## src/rtl/wb_uart_rx.sv

```systemverilog
`default_nettype none
// ============================================================================
// Module      : wb_uart_rx
// Description : Wishbone-slave UART receiver. Oversamples the 8N1 serial
//               input with a programmable bit period of DIVIDER+2 cycles,
//               buffers received bytes in a small FIFO and exposes
//               DIVIDER / RXDATA / STATUS / ID through a 4-register window.
// Revision    : 1.0 - initial release
// ============================================================================
module wb_uart_rx #(
    parameter int WB_DATA_WIDTH = 32,
    parameter int WB_ADDR_WIDTH = 32,
    parameter int WB_SEL_WIDTH  = WB_DATA_WIDTH / 8,
    parameter int FIFO_DEPTH    = 4
) (
    input  logic                     clk_i,
    input  logic                     rst_i,
    input  logic                     uart_rx_i,
    input  logic [WB_ADDR_WIDTH-1:0] wb_addr_i,
    input  logic [WB_DATA_WIDTH-1:0] wb_data_i,
    input  logic [WB_SEL_WIDTH-1:0]  wb_sel_i,
    input  logic                     wb_we_i,
    input  logic                     wb_cyc_i,
    input  logic                     wb_stb_i,
    output logic                     wb_ack_o,
    output logic [WB_DATA_WIDTH-1:0] wb_data_o,
    output logic                     irq_o
);

    localparam int          AW       = $clog2(FIFO_DEPTH);
    localparam int          CW       = AW + 1;
    localparam logic [31:0] ID_VALUE = 32'h5EC0_DE01;

    typedef enum logic [1:0] {
        ST_IDLE  = 2'd0,
        ST_START = 2'd1,
        ST_DATA  = 2'd2,
        ST_STOP  = 2'd3
    } state_t;

    // ------------------------------------------------------------------
    // Signals
    // ------------------------------------------------------------------
    logic        rx_meta, rxs, rxs_d;
    state_t      state, state_n;
    logic [32:0] cnt, cnt_n;
    logic [2:0]  bit_idx, bit_idx_n;
    logic [7:0]  shreg, shreg_n;
    logic [31:0] div_l, div_l_n;
    logic [32:0] period, half;
    logic        push_n, ferr_set;
    logic        push_req;
    logic [7:0]  push_data;

    logic [31:0] divider;
    logic        overrun, frame_err;

    logic [7:0]  mem [FIFO_DEPTH];
    logic [AW-1:0] wptr, rptr;
    logic [CW-1:0] count;
    logic        fifo_empty, fifo_full, do_push, pop, overrun_set;

    logic        ack_r;
    logic [WB_DATA_WIDTH-1:0] data_r;
    logic        access, take, wr, rd;
    logic [1:0]  reg_sel;
    logic [31:0] rdata, status, count_ext;
    logic        unused_ok;

    // Bits of the bus that carry no meaning for a full-word register window
    assign unused_ok = ^{wb_sel_i, wb_addr_i, wb_data_i};

    // Two-flop synchroniser plus one delayed copy for falling-edge detection
    always_ff @(posedge clk_i or posedge rst_i) begin
        if (rst_i) begin
            rx_meta <= 1'b1;
            rxs     <= 1'b1;
            rxs_d   <= 1'b1;
        end else begin
            rx_meta <= uart_rx_i;
            rxs     <= rx_meta;
            rxs_d   <= rxs;
        end
    end

    // Bit period and half period in 33 bits so DIVIDER=all-ones cannot wrap
    assign period = {1'b0, div_l} + 33'd2;
    assign half   = period >> 1;

    // Receiver state and datapath registers
    always_ff @(posedge clk_i or posedge rst_i) begin
        if (rst_i) begin
            state     <= ST_IDLE;
            cnt       <= '0;
            bit_idx   <= '0;
            shreg     <= '0;
            div_l     <= 32'd1;
            push_req  <= 1'b0;
            push_data <= '0;
        end else begin
            state     <= state_n;
            cnt       <= cnt_n;
            bit_idx   <= bit_idx_n;
            shreg     <= shreg_n;
            div_l     <= div_l_n;
            push_req  <= push_n;
            push_data <= shreg;
        end
    end

    // Receiver next-state: mid-bit sampling driven by the cycle counter
    always_comb begin
        state_n   = state;
        cnt_n     = cnt;
        bit_idx_n = bit_idx;
        shreg_n   = shreg;
        div_l_n   = div_l;
        push_n    = 1'b0;
        ferr_set  = 1'b0;
        case (state)
            ST_IDLE: begin
                if (rxs_d && !rxs) begin
                    div_l_n = divider;
                    cnt_n   = '0;
                    state_n = ST_START;
                end
            end
            ST_START: begin
                if (cnt == half - 33'd1) begin
                    cnt_n     = '0;
                    bit_idx_n = '0;
                    state_n   = rxs ? ST_IDLE : ST_DATA;
                end else begin
                    cnt_n = cnt + 33'd1;
                end
            end
            ST_DATA: begin
                if (cnt == period - 33'd1) begin
                    cnt_n   = '0;
                    shreg_n = {rxs, shreg[7:1]};
                    if (bit_idx == 3'd7) begin
                        state_n = ST_STOP;
                    end else begin
                        bit_idx_n = bit_idx + 3'd1;
                    end
                end else begin
                    cnt_n = cnt + 33'd1;
                end
            end
            ST_STOP: begin
                if (cnt == period - 33'd1) begin
                    cnt_n    = '0;
                    state_n  = ST_IDLE;
                    push_n   = rxs;
                    ferr_set = !rxs;
                end else begin
                    cnt_n = cnt + 33'd1;
                end
            end
            default: state_n = ST_IDLE;
        endcase
    end

    // ------------------------------------------------------------------
    // Bus decode: side effects only on the edge that raises ack
    // ------------------------------------------------------------------
    assign access  = wb_cyc_i & wb_stb_i;
    assign take    = access & ~ack_r;
    assign wr      = take & wb_we_i;
    assign rd      = take & ~wb_we_i;
    assign reg_sel = wb_addr_i[3:2];

    // ------------------------------------------------------------------
    // FIFO: a pop frees a slot for a same-cycle push when full
    // ------------------------------------------------------------------
    assign fifo_empty  = (count == '0);
    assign fifo_full   = (count == CW'(FIFO_DEPTH));
    assign pop         = rd && (reg_sel == 2'd1) && !fifo_empty;
    assign do_push     = push_req && (!fifo_full || pop);
    assign overrun_set = push_req && fifo_full && !pop;

    // FIFO storage, no reset needed since count gates every read
    always_ff @(posedge clk_i) begin
        if (do_push) begin
            mem[wptr] <= push_data;
        end
    end

    // FIFO pointers and occupancy
    always_ff @(posedge clk_i or posedge rst_i) begin
        if (rst_i) begin
            wptr  <= '0;
            rptr  <= '0;
            count <= '0;
        end else begin
            if (do_push) wptr <= wptr + AW'(1);
            if (pop)     rptr <= rptr + AW'(1);
            if (do_push && !pop)      count <= count + CW'(1);
            else if (!do_push && pop) count <= count - CW'(1);
        end
    end

    // Divider register and sticky error flags (set beats clear)
    always_ff @(posedge clk_i or posedge rst_i) begin
        if (rst_i) begin
            divider   <= 32'd1;
            overrun   <= 1'b0;
            frame_err <= 1'b0;
        end else begin
            if (wr && reg_sel == 2'd0) divider <= wb_data_i[31:0];
            if (overrun_set)                                  overrun <= 1'b1;
            else if (wr && reg_sel == 2'd2 && wb_data_i[2])   overrun <= 1'b0;
            if (ferr_set)                                     frame_err <= 1'b1;
            else if (wr && reg_sel == 2'd2 && wb_data_i[3])   frame_err <= 1'b0;
        end
    end

    assign count_ext = 32'(count);
    assign status    = {24'd0, count_ext[3:0], frame_err, overrun, fifo_full, !fifo_empty};

    // Read multiplexer
    always_comb begin
        rdata = '0;
        case (reg_sel)
            2'd0: rdata = divider;
            2'd1: rdata = fifo_empty ? 32'd0 : {23'd0, 1'b1, mem[rptr]};
            2'd2: rdata = status;
            2'd3: rdata = ID_VALUE;
            default: rdata = '0;
        endcase
    end

    // Single-cycle ack with registered read data
    always_ff @(posedge clk_i or posedge rst_i) begin
        if (rst_i) begin
            ack_r  <= 1'b0;
            data_r <= '0;
        end else begin
            ack_r  <= take;
            data_r <= rd ? WB_DATA_WIDTH'(rdata) : '0;
        end
    end

    assign wb_ack_o  = ack_r & wb_cyc_i;
    assign wb_data_o = wb_ack_o ? data_r : '0;
    assign irq_o     = !fifo_empty;

endmodule
`default_nettype wire

```

## config.mk

```make
export PLATFORM = sky130hd
export DESIGN_NAME = wb_uart_rx
export DESIGN_NICKNAME = d
export VERILOG_FILES = /design/src/rtl/wb_uart_rx.sv
export SDC_FILE = /design/constraint.sdc
export NUM_CORES = 1
export LEC_CHECK = 0
export CORE_MARGIN = 2
export CORE_UTILIZATION = 40
export CTS_CLUSTER_DIAMETER = 30
export DETAILED_ROUTE_END_ITERATION = 8
export PLACE_DENSITY = 0.66
export SETUP_SLACK_MARGIN = 0.4
export SYNTH_ARGS = -nofsm -noshare
export SYNTH_HDL_FRONTEND = slang
export SYNTH_SLANG_ARGS = --single-unit
```

## constraint.sdc

```tcl
create_clock -name clk_i -period 6.6 [get_ports clk_i]
set_input_delay 1.32 -clock clk_i [delete_from_list [all_inputs] [get_ports clk_i]]
set_output_delay 1.32 -clock clk_i [all_outputs]
set_load 0.03 [all_outputs]
```

Word-level counts from Yosys, hierarchy flattened. Memory sizes are Yosys's and may differ from the RTL's. Cells that the tools add are included.

Flip-flop bits (word level): 164. RAM bits: 32. Input bits: 74. Output and inout bits: 34. Word-level logic and storage cells: 112. Memories: 1.

Memories: mem (words 4, bits a word 8, rd ports 1, clocked after memory_dff 0, write ports 1, line 58) `logic [7:0] mem [FIFO_DEPTH];`.

Add/subtract/negate cells: 9. Eq/ne operators: 16. Multiplexer cells: 31. Bitwise gates (word level): 7. Reductions and logical operators: 30.

Operator list (number): $pmux 32 s4 (1); $mux 33 (3); $pmux 33 s3 (1); $eq 33x33->1 (2); $mux 32 (2); $add 32x2->33 const B (1); $add 33x1->33 const B (1); $sub 32x1->33 const B (1); $sub 33x1->33 const B (1); $mux 3 (5); $logic_and 1x1->1 (12); $mux 2 (6); $ne 2x2->1 const B (6); $mux 1 (10); $mux 9 (1); $eq 2x2->1 const B (4); $pmux 2 s4 (1); $reduce_bool 2->1 (4); $add 3x1->3 const B (2); $eq 3x3->1 const B (2); $pmux 3 s2 (1); $and 1x1->1 (5); $logic_not 1->1 (5); $reduce_and 5->1 (1); 10 further kinds (15).

Depth between registers and ports, before layout.
Word-level depth: 11. Gate-level depth with buffers: 18. Gate-level depth less buffers: 13.

Worst setup path before layout. Ideal clock, no wire load.

Path type: reg-to-reg. Start point: reg div_l[1]. End point: reg cnt[20]. Library setup time: 0.124 ns. Arrival time: 4.010 ns. Required time: 6.476 ns. Setup slack: 2.466 ns. Cell stages (with the launch flop): 16. Path buffers: 2. Cells stage by stage: dfrtp_1 > ha_1 > buf_2 > nand3_1 > or3_1 > o31a_1 > nor4_1 > nand4_1 > or3_1 > a2111o_1 > a2111oi_2 > nand4_1 > a22oi_2 > buf_4 > nor3_1 > a211o_1.

Word-level cells in the longest chain between the ends: 5.

Ends and longest elaborated chain: start: declaration (line 49) `logic [31:0] div_l, div_l_n;`; start signal: assignment (line 105) `div_l <= div_l_n;`; $add 32x2->33 * (line 87) `assign period = {1'b0, div_l} + 33'd2;`; $sub 33x1->33 / $sub 32x1->33 (equally long branches) (line 138, 151, 129); $eq 33x33->1 (on tied branches) (line 138, 151, 129); $mux 33 (on tied branches) (line 138, 151, 129); $pmux 33 s3 * (line 120) `case (state)`; end signal: assignment (line 102) `cnt <= cnt_n;`; end: declaration (line 46) `logic [32:0] cnt, cnt_n;`.

Mark *: on every way between the ends. The rest lies on a longest branch, timed or not. A chain may end at the register's enable or synchronous reset.

Worst setup path in the final report.
Start point: reg div_l[5]. End point: reg cnt[25].

The elaborated chain is that of the path after synthesis.

==> metrics <==
status=finished, final reports clean; FF-to-FF path depth=13; die height=approximately 180 µm; critical path's slowest cell=or3_1; PostCTS Resize Cnt=0; worst skew pair latency=0.45 ns; GRT Overall Usage=18.6%; WP data arrival=~6.1 ns; Pins Over Slew Limit=0; post-synthesis register bit count=approximately 200; fraction of layout cells with a size suffix above 1=around 12%; Worst Clk Skew=around 0.017 ns; Clock Pin Slew Worst Setup and Hold Paths=roughly 0.08 ns; Pleak=0.00562 µW; PD cells=roughly 340 nW/µm²; Root Buffer=clkbuf_16; crit-path cells=nand4_1, or3_1, nor4_2, nand4_1, a2bb2oi_1, nand4_1, or4_1, a31oi_1, o2111ai_1, a22oi_2, buf_4, o21ai_0, a21o_1; Cell variety after synth=80; crit-path max FO=a little under 60; total gr overflow=0; commonest cells in the netlist=dfrtp_1 (159), xnor2_1 (95), nand2_1 (84), and3_1 (70), mux2_2 (70); ys async rst share=between 80% and 90%; synthesis warning total=0; Ports=roughly 110; Final Hold Fails=0; drt drc=0; ys flop type=dfrtp_1; Max Clock Freq=~170 MHz; DP HPWL=20.3 mm; total vias in the final route=just under 9k; initial drt markers=between 600 and 700; Period Utilization, post-route=between 80 and 90%; Mapped Area=about 12000 µm²; WL/cell=~17 µm; Hold Buf Count CTS=0; sequential-to-total area share from yosys stat=a little over two fifths; initial core utilization=~41%; final wirelength=approximately 28 mm; vias in the first global route=slightly below 9k; FILL cells=around 2.7k; clk buf depth=2; Final ANT Viol Nets=0; EDFF count, synth=32; area of the core=28900 µm²; std cell rows=62; total chip power=4560 µW; top-area cell type share of the netlist area=between 30 and 40%; Worst Setup End Kind=flop; largest net degree at the start of global routing=between 70 and 80; die area=between 30000 and 40000 µm²; fin nets=about 1.3k; MaxCap Viol Count=0; first-pass GRT wire length=about 46 mm; Die W=about 180 µm; Rel. slew slack=39.2%; slowest cell delay on critical path=about 0.81 ns; TritonCTS clock tree=yes; Synth Area per Inst=approximately 10 µm²; syn nets=about 1.3k; CP startpoint kind=flop; WHS Path Cells=0; RSZ-0062 raised after global routing=false; synthesis-to-finish area growth=13.6%; Slew @ Worst Pin=0.912 ns; setup violators final=0; Req. time, crit path=6.94 ns; CTS buffer count=17; setup tns final=0 ns; H-tree depth=4; worst hold path class=flop to flop; Final GP Congestion=a little under 0.9; Post-Syn Instances=roughly 1.2k; Post-CTS Repair Setup Buffers=0; leading cell type by number of instances after synthesis=dfrtp_1; crit path time final=between 5 and 6 ns; Peak VDD IR=0.222 mV; I/O Buffers=73; Synth area leader=dfrtp_1; initial antenna violation count=0; drt pass-1 iters=5; most used cell along the critical path=nand4_1; crit path kind=flop to flop; ranking of synthesized cells by area=dfrtp_1 (34%), edfxtp_1 (8.1%), xnor2_1 (7.0%); Clock Sink Count=just under 200; Via density=about 5.6
## worst max-delay path, delay by kind of cell (launching register included)
family	cells	cell delay [ns]
and+or+nand+nor	6	2.88
AOI/OAI and AO/OA	6	1.66
DFF	1	0.62
buffers and inverters	1	0.49
## cell families after synthesis
kind of cell / count (synthesis) / share of synthesized area [%]
AND/OR/NAND/NOR: 452 / 21.1
buffers and inverters: 117 / 4.07
flip-flops: 196 / 42.9
AO/OA/AOI/OAI: 167 / 10.2
XOR/XNOR: 143 / 11.4
adder cells (fa/ha/maj): 12 / 1.33
multiplexers: 87 / 8.96
## cell type report
type / instances / area [µm²] / area share [%]
multi-input cells: 861 / 6270 / 46.7
clock inverters: 15 / 241 / 1.80
well taps: 384 / 480 / 3.58
diodes: 1 / 2.50 / 0.0186
repair buffers: 85 / 821 / 6.11
flip-flops and latches: 196 / 5070 / 37.8
inverters: 28 / 110 / 0.820
clock buffers: 17 / 425 / 3.17
## metrics by stage
step	util, %	cell area, µm²	hold WS (ns)	instances	worst slack, ns
detailed placement	44.2	12800	0.347	1554	0.950
global route	46.5	13400	0.371	1586	0.450
CTS	46.5	13400	0.358	1586	0.912
global placement	44.2	12800	0.347	1554	1.02
floorplan	-	11800	0.345	1174	0.855
finish	46.5	13400	0.358	1587	0.817
## power breakdown
part / leakage [µW] / internal [µW] / switching (µW)
clock network: 0.000317 / 654 / 516
registers: 0.00242 / 1400 / 323
logic: 0.00288 / 734 / 931
total: 0.00562 / 2790 / 1770
## placed cells by master (no fill, tap or decap), types with 37 or more instances in the layout
master / instances
clkdlybuf4s50_1: 73
nand3_1: 42
xnor2_1: 95
nor3_1: 37
nor2_1: 59
mux2_2: 70
o21ai_0: 39
dfrtp_1: 159
nand2_1: 84
and3_1: 70
xor2_1: 41
## final timing paths
| path | start | to | slack [ns] |
|---|---|---|---|
| hold / removal | rx_meta$_DFF_PP1_ | rxs$_DFF_PP1_ | 0.36 |
| min in group asynchronous | rst_i | bit_idx[0]$_DFFE_PP0P_ | 1.35 |
| hold reg to reg | rx_meta$_DFF_PP1_ | rxs$_DFF_PP1_ | 0.36 |
| max in group asynchronous | rst_i | divider[27]$_DFFE_PP0P_ | 4.08 |
| setup reg to reg | div_l[5]$_DFFE_PP0P_ | cnt[25]$_DFFE_PP0P_ | 0.82 |
| setup / recovery | div_l[5]$_DFFE_PP0P_ | cnt[25]$_DFFE_PP0P_ | 0.82 |
## sequential cells by signal, indices dropped and copies added, names as in the netlist, 2 cells and up, named ones only
| signal | flops |
|---|---|
| count | 3 |
| div_l | 32 |
| bit_idx | 3 |
| cnt | 33 |
| rptr | 2 |
| divider | 32 |
| wptr | 2 |
| push_data | 8 |
| mem | 32 |
| shreg | 8 |
| data_r | 32 |
## layer usage
layer | global-route usage, % | share of wire, % | vias up
met1 | 23.8 | 45 | 4372
met4 | 5.44 | 1.5 | 0
met5 | 0 | 0 | -
met3 | 3.70 | 3.8 | 39
li1 | - | - | 4288
met2 | 32.0 | 50 | 162
(Power assumes the default switching activity.)
